`src/rtl/uart_frame_gen.sv`:
```
// uart_frame_gen
// Transmit-side frame generator for the accelerometer UART link. On an
// accepted send_req it latches a 32-bit value and emits one frame, byte by
// byte, through a start/done handshake with a byte-level UART transmitter:
//   "%NOTI", SKIP_LEN x FILL_BYTE, 8 uppercase hex chars (MSN first), TERM_BYTE
//
// Ports:
//   clk             system clock
//   reset           asynchronous, active-high reset
//   send_req        request one frame; sampled only while idle
//   data_in         value to encode; latched when send_req is accepted
//   tx_done_tick    UART TX finished shifting out the current byte
//   tx_start        one-cycle pulse: UART TX loads tx_byte and starts
//   tx_byte         byte to transmit; held until the next byte is issued
//   busy            high while a frame is in progress
//   frame_done_tick one-cycle pulse in the first idle cycle after the frame
module uart_frame_gen #(
    parameter int unsigned SKIP_LEN  = 6,
    parameter logic [7:0]  FILL_BYTE = 8'h2E,
    parameter logic [7:0]  TERM_BYTE = 8'h0D
) (
    input  logic        clk,
    input  logic        reset,
    input  logic        send_req,
    input  logic [31:0] data_in,
    input  logic        tx_done_tick,
    output logic        tx_start,
    output logic [7:0]  tx_byte,
    output logic        busy,
    output logic        frame_done_tick
);

    localparam int unsigned FRAME_LEN = 5 + SKIP_LEN + 8 + 1;
    localparam logic [4:0]  LAST_IDX  = 5'(FRAME_LEN - 1);
    localparam logic [4:0]  HEX_START = 5'(5 + SKIP_LEN);
    localparam logic [4:0]  HEX_END   = 5'(5 + SKIP_LEN + 8);

    typedef enum logic [1:0] {
        IDLE,
        SEND,
        WAIT
    } state_t;

    state_t      state;
    logic [4:0]  idx;
    logic [31:0] data_q;

    function automatic logic [7:0] hex_char(input logic [3:0] nib);
        if (nib < 4'd10) hex_char = 8'h30 + {4'h0, nib};
        else             hex_char = 8'h37 + {4'h0, nib};
    endfunction

    // Byte at position i of the frame for latched value d.
    function automatic logic [7:0] frame_byte(input logic [4:0] i, input logic [31:0] d);
        logic [2:0] k;
        logic [3:0] nib;
        frame_byte = TERM_BYTE;
        k          = 3'(i - HEX_START);
        nib        = 4'h0;
        if (i < 5'd5) begin
            case (i[2:0])
                3'd0:    frame_byte = 8'h25;
                3'd1:    frame_byte = 8'h4E;
                3'd2:    frame_byte = 8'h4F;
                3'd3:    frame_byte = 8'h54;
                default: frame_byte = 8'h49;
            endcase
        end else if (i < HEX_START) begin
            frame_byte = FILL_BYTE;
        end else if (i < HEX_END) begin
            case (k)
                3'd0:    nib = d[31:28];
                3'd1:    nib = d[27:24];
                3'd2:    nib = d[23:20];
                3'd3:    nib = d[19:16];
                3'd4:    nib = d[15:12];
                3'd5:    nib = d[11:8];
                3'd6:    nib = d[7:4];
                default: nib = d[3:0];
            endcase
            frame_byte = hex_char(nib);
        end
    endfunction

    // tx_start/tx_byte are loaded on the transition into SEND, so the
    // registered pulse is visible exactly during the SEND cycle.
    always_ff @(posedge clk or posedge reset) begin
        if (reset) begin
            state           <= IDLE;
            idx             <= '0;
            data_q          <= '0;
            tx_start        <= 1'b0;
            tx_byte         <= '0;
            busy            <= 1'b0;
            frame_done_tick <= 1'b0;
        end else begin
            tx_start        <= 1'b0;
            frame_done_tick <= 1'b0;
            case (state)
                IDLE: begin
                    if (send_req) begin
                        data_q   <= data_in;
                        idx      <= '0;
                        tx_byte  <= frame_byte(5'd0, data_in);
                        tx_start <= 1'b1;
                        busy     <= 1'b1;
                        state    <= SEND;
                    end
                end
                SEND: begin
                    state <= WAIT;
                end
                WAIT: begin
                    if (tx_done_tick) begin
                        if (idx == LAST_IDX) begin
                            busy            <= 1'b0;
                            frame_done_tick <= 1'b1;
                            state           <= IDLE;
                        end else begin
                            idx      <= idx + 5'd1;
                            tx_byte  <= frame_byte(idx + 5'd1, data_q);
                            tx_start <= 1'b1;
                            state    <= SEND;
                        end
                    end
                end
                default: begin
                    busy  <= 1'b0;
                    state <= IDLE;
                end
            endcase
        end
    end

endmodule

```
`config.mk`:
```
export PLATFORM = sky130hd
export DESIGN_NAME = uart_frame_gen
export DESIGN_NICKNAME = d
export VERILOG_FILES = /design/src/rtl/uart_frame_gen.sv
export SDC_FILE = /design/constraint.sdc
export NUM_CORES = 1
export LEC_CHECK = 0
export ABC_AREA = 1
export BUFFER_PORTS_ARGS = -buffer_cell sky130_fd_sc_hd__buf_4
export CAP_MARGIN = 0
export CELL_PAD_IN_SITES_DETAIL_PLACEMENT = 1
export CELL_PAD_IN_SITES_GLOBAL_PLACEMENT = 1
export CORE_MARGIN = 3
export CORE_UTILIZATION = 39
export CTS_BUF_LIST = sky130_fd_sc_hd__clkbuf_2 sky130_fd_sc_hd__clkbuf_4 sky130_fd_sc_hd__clkbuf_8
export CTS_CLUSTER_DIAMETER = 80
export CTS_CLUSTER_SIZE = 8
export DETAILED_ROUTE_END_ITERATION = 8
export PLACE_DENSITY_LB_ADDON = 0.15
export SYNTH_ARGS = -nofsm -noshare
export SYNTH_HDL_FRONTEND = slang
export SYNTH_SLANG_ARGS = --single-unit
```
`constraint.sdc`:
```
create_clock -name clk -period 2.4 [get_ports clk]
set_clock_uncertainty 0.15 [all_clocks]
set_input_delay 0.48 -clock clk [delete_from_list [all_inputs] [get_ports clk]]
set_output_delay 0.48 -clock clk [all_outputs]
set_load 0.01 [all_outputs]
```
-- Yosys cells after proc, flatten, opt, wreduce, memory -nomap -nowiden
Index checks and enable logic that the tools add are counted.
W data, S select, Z words.
- reduce and logical (&&, ||, !) cells: 8
- equality and inequality tests: 16
- bitwise gates (word level): 1
- $add $sub $neg: 4
- magnitude comparators: 4
- multiplexer cells: 35
- operator list (cell ; number):
    $mux W8 ; 4
    $pmux W4 S7 ; 1
    $pmux W7 S4 ; 1
    $mux W4 ; 6
    $mux W7 ; 3
    $pmux W8 S2 ; 1
    $mux W5 ; 3
    $add A6 B4 Y7 const A ; 2
    $eq A3 B2 Y1 const B ; 4
    $mux W1 ; 10
    $pmux W5 S2 ; 1
    $eq A3 B3 Y1 const B ; 3
    $ne A2 B2 Y1 const B ; 4
    $reduce_and A4 Y1 ; 2
    $eq A3 B1 Y1 const B ; 2
    $logic_not A3 Y1 ; 2
    $pmux W2 S3 ; 1
    $add A5 B1 Y5 const B ; 1
    $eq A5 B5 Y1 const B ; 1
    $lt A5 B3 Y1 const B ; 1
    $lt A5 B4 Y1 const B ; 1
    $lt A5 B5 Y1 const B ; 1
    $lt A4 B4 Y1 const B ; 1
    $mux W2 ; 2
    9 further kinds ; 10
- output and inout bits: 11
- input port bits: 36
- word-level logic and storage cells: 75
- register bits after elaboration: 50

-- Depth between registers and ports, before layout
- depth in word-level cells: 18
- gate-level depth with buffers: 20
- mapped depth without buffers: 19

-- Worst setup path after synthesis
OpenSTA, ideal clock, no wires.
- path kind: register to register
- from: reg idx[0]
- to: reg tx_byte[6]
- library setup time: 120 ps
- data required time: 2130 ps
- period minus slack after synthesis: 2326 ps
- data arrival time: 2056 ps
- path slack: 74 ps
- stages on the path, launching flop included: 19
- path buffers: 1
- path through: dfrtp_1 > inv_1 > ha_1 > inv_1 > nand3_2 > nand2_4 > buf_6 > nor2_2 > nand2_1 > nand2_1 > nor2_1 > nand2_1 > nor2_2 > ha_1 > inv_1 > nor2_2 > nor2_2 > o21ai_1 > nand2_1
- cells in the longest elaborated chain, start to end: 18
- elaborated cells between the ends (all ways): 37
- classes of those cells: 4 x add/sub; 4 x order compare; 11 x eq/ne; 15 x mux; 3 x reduce/logical
- ends and longest elaborated chain (what ; line ; RTL):
    start: declaration ; 45 ; logic [4:0] idx;
    start signal: assignment ; 120 ; idx <= idx + 5'd1;
    $add A5 B1 Y5 ; 121 ; tx_byte <= frame_byte(idx + 5'd1, data_q);
    $sub A3 B2 Y3 ; 58 ; k = 3'(i - HEX_START);
    $eq A3 B3 Y1 (tied with other cells) ; 71 ; case (k)
    $pmux W4 S7 ; 71 ;
    $mux W4 ; 70 ; end else if (i < HEX_END) begin
    $mux W4 ; 68 ; end else if (i < HEX_START) begin
    $mux W4 ; 60 ; if (i < 5'd5) begin
    $mux W4 ; 115 ; if (idx == LAST_IDX) begin
    [2 not listed] ; -- ;
    $add A6 B4 Y7 (tied with other cells) ; 50 ; else hex_char = 8'h37 + {4'h0, nib};
    $mux W7 ; 49 ; if (nib < 4'd10) hex_char = 8'h30 + {4'h0, nib};
    $mux W7 ; 70 ;
    $mux W7 ; 68 ;
    $mux W8 ; 60 ;
    $mux W8 ; 115 ;
    $mux W8 ; 114 ; if (tx_done_tick) begin
    $pmux W8 S2 ; 99 ; case (state)
    end signal: assignment ; 104 ; tx_byte <= frame_byte(5'd0, data_in);
    end signal: assignment ; 121 ;
    end: declaration ; 28 ; output logic [7:0] tx_byte,
Several ways; a longest one is shown, not always the timed one. The select of a mux whose other input is x is not followed.
A chain may end at the register's enable or synchronous reset.

-- Worst setup path in the final report
- from: reg idx[0]
- to: reg tx_byte[0]
The elaborated chain is that of the path after synthesis.

==> metrics.csv <==
stage,metric,value,unit
run_status,violations,setup timing,
synth,syn-num-nets,332,
floorplanning,die_height,88.36,um
grt,antenna_found_initial,0,
critical_path,regToRegSetupSlack,-0.01,ns
timing,period_minus_slack,2.412,ns
timing,hold_viol_final,0,
synth,ys_types,30,
timing,drv_slew,0,
synth,yosys_warnings,0,
layout,ff_latch_area,1227,um^2
layout,final_cell_mix,"buf_4, nand2_1, dfrtp_1, mux2_2",
layout,antenna_cells,0,
synth,synth_top_family_by_area,simple AND/OR/NAND/NOR gates,
run,max_cap_violations,0,
placed_design,dp.cells,427,
layout,syn_to_final_growth,35.48,%
timing,setup_viol,1,
synth,synthAdderAreaFrac,3.311,%
power,power_switching,1981,uW
power,p_clk_share,14.7,%
critical_path,arrival,2.50,ns
synth,synthTopCellsByArea,"dfrtp_1, mux2_2, nand2_1, nand3_1, inv_1",
critical_path,critPathMaxFanout,6,
power,p_comb_share,55.4,%
floorplanning,die_area,7807,um^2
timing,max_freq,0.4146,GHz
synth,synth_top_area_share,46.36,%
layout,multi_input_area,1388,um^2
hold_path,min_from,data_in[13],
timing,setup_slack,-0.01182,ns
layout,drive_above_1_share,47.01,%
synth,synth_xor_area_share,0.6623,%
power,leakage,0.001763,uW
grt,gr-total-overflow,0,
synth,synth_area_per_cell,9.152,um^2
run_status,status,"complete, but fails checks",
critical_path,worstReg2RegEnd,tx_byte[0],
grt,grt_use_total,19.28,%
critical_path,reg2regPathDepth,19,
timing,rsz0062_at_grt,true,
layout,fin_cells,445,
layout,final_common_cell,buf_4,
routing,vias,2232,
power,pwr-share-seq,29.9,%
grt,grt_pass1_vias,2440,
clock_tree,clkTransAtPathRegs,0.10,ns
critical_path,cpPeakStageDelay,0.43,ns
clock_tree,cts_tree,yes,
synth,ys_seq_area_share,46.36,%
layout,finalNetCount,410,
floorplanning,start_util,40.95,%
layout,final_util,55.48,%
clock_tree,cts_buffers,5,
power,swShare,40.83,%
synth,synthCells,289,
floorplanning,die_width,88.36,um
critical_path,worst_setup_path_end_kind,register,
synth,synth_compound_area_share,6.528,%
critical_path,startpoint_type,register,
power,power.internal,2871,uW
routing,drtPass1Iterations,4,
critical_path,crit_top_cell,nand2_4,
routing,drt-total-wl,6.829,mm
layout,num-fill-cells,738,
synth,yosys.area_share.simple,24.50,%
floorplanning,io_pins,47,
synth,yosys-mux-area-fraction,12.35,%
routing,wl_per_cell,15.35,um
power,power.total,4851,uW
power,ir_drop,0.5372,mV
critical_path,critPathSlowestCell,dfrtp_1,
hold_path,hold_end,data_q[13],
floorplanning,coreArea,6459,um^2
placed_design,port-buffer-count,45,
critical_path,cp.required,2.49,ns
critical_path,critical_path_class,register to register,
timing,timing.final.crit_share,100.5,%
floorplanning,rows,29,
placed_design,dp_slack,-0.1053,ns
routing,drc,0,
synth,ys_ff_latch,49,
grt,grt_max_degree,36,
hold_path,holdPathStages,2,
routing,avgViaCountPerCell,5.016,
synth,synth_top_area_cell,dfrtp_1,
power,powerDensity,1354,nW/um^2
synth,syn_area,2645,um^2
clock_tree,clock_latency,0.31,ns
clock_tree,htree_levels,2,
placed_design,hpwl,5.075,mm
routing,ant_nets,0,
clock_tree,cts_root_buf,clkbuf_8,
critical_path,path_cells,"ha_4, inv_4, nand2_4, nand2_4, nand2_4, nand2_8, buf_6, buf_6, nand3_2, nand2_1, nor2_1, nand2_1, nand2_2, nand2_4, nand2_4, nand2_2, nand3_2, nand2_1, a21oi_2",
hold_path,hold_class,primary input to register,
grt,grt_pass1_wl,11.72,mm
routing,drt_iter0_markers,59,
clock_tree,cts.sinks,49,
clock_tree,clock_path_buffers,2,
timing,tns,-0.01182,ns
critical_path,r2r_start,idx[0],
placed_design,gp_congestion,0.8603,
-- cells by family (layout without fill, tap and decap cells) --
family,count (synthesis),after routing
flops,49,49
mux,29,29
fa+ha+maj,7,7
compound gates,28,28
buf+inv,40,119
xor+xnor,2,2
other cells,1,1
simple gates,133,133
-- layout make-up --
type | instances | area share (%)
tap | 77 | 2.689
clock buffer | 5 | 1.920
timing repair buffer | 78 | 16.97
multi-input combinational | 200 | 38.72
inverter | 33 | 3.527
sequential | 49 | 34.25
clock inverter | 3 | 1.920
-- per-layer routing --
| layer | up-vias | GRT usage, % | share of wire [%] |
|---|---|---|---|
| li1 | 1100 | - | - |
| met1 | 1084 | 23.65 | 42 |
| met2 | 38 | 34.60 | 54 |
| met3 | 10 | 2.700 | 2.5 |
| met4 | 0 | 6.593 | 1.9 |
| met5 | - | 0 | 0 |
-- synthesized netlist by cell type (all sizes together) --
library cell	count
mux2	29
ha	7
nor2	29
o21a	2
inv	33
nor4	1
clkbuf	4
nand2	68
a221oi	1
buf	3
o21ai	9
a21oi	9
a31oi	1
nand3	32
o22ai	6
dfrtp	49
nor3	3
conb	1
xor2	2
-- power by group through the flow --
stage	clock network [uW]	logic [uW]	registers (uW)
2_1_floorplan	0	1620	1400
3_3_place_gp	0	2270	1450
3_5_place_dp	0	2330	1460
4_1_cts	732	2580	1450
5_1_grt	776	3000	1500
6_report	714	2690	1450
-- repair_timing --
item | CTS | global route
gates cloned | 0 | 0
hold buffers | 1 | 0
pin swaps | 14 | 18
buffers inserted | 8 | 1
resized for setup | 22 | 18
setup endpoints to repair | 5 | 7
endpoints found under the hold margin | 14 | 0
-- through the flow --
step | cell area [um^2] | hold slack, ns
finish | 3583 | 0.2450
floorplan | 2645 | 0.3044
global placement | 3226 | 0.3225
global route | 3583 | 0.2328
detailed placement | 3226 | 0.3213
CTS | 3520 | 0.2388
-- registers in the layout, indices dropped and copies added (netlist names) --
register	count
data_q	32
tx_byte	7
tx_start	1
idx	5
busy	1
frame_done_tick	1
state	2
-- how the worst max path moves through the flow --
stage                       endpoint  slack (ns)  startpoint  cells past startpoint
after floorplan           tx_byte[6]        0.07      idx[0]                     18
after global placement    tx_byte[6]       -0.01      idx[0]                     18
after detailed placement  tx_byte[6]       -0.11      idx[0]                     18
after CTS                 tx_byte[6]       0.008      idx[1]                     15
after global routing      tx_byte[0]       -0.16      idx[0]                     19
final                     tx_byte[0]       -0.01      idx[0]                     19
-- critical path: cells and delay by family, from the launching register on --
family,cells,cell delay [ns]
buffers and inverters,3,0.30
AOI/OAI and AO/OA,1,0.12
and+or+nand+nor,14,1.10
adders and majority gates,1,0.21
DFF,1,0.43
No activity file was read; power rests on OpenSTA's default activity.
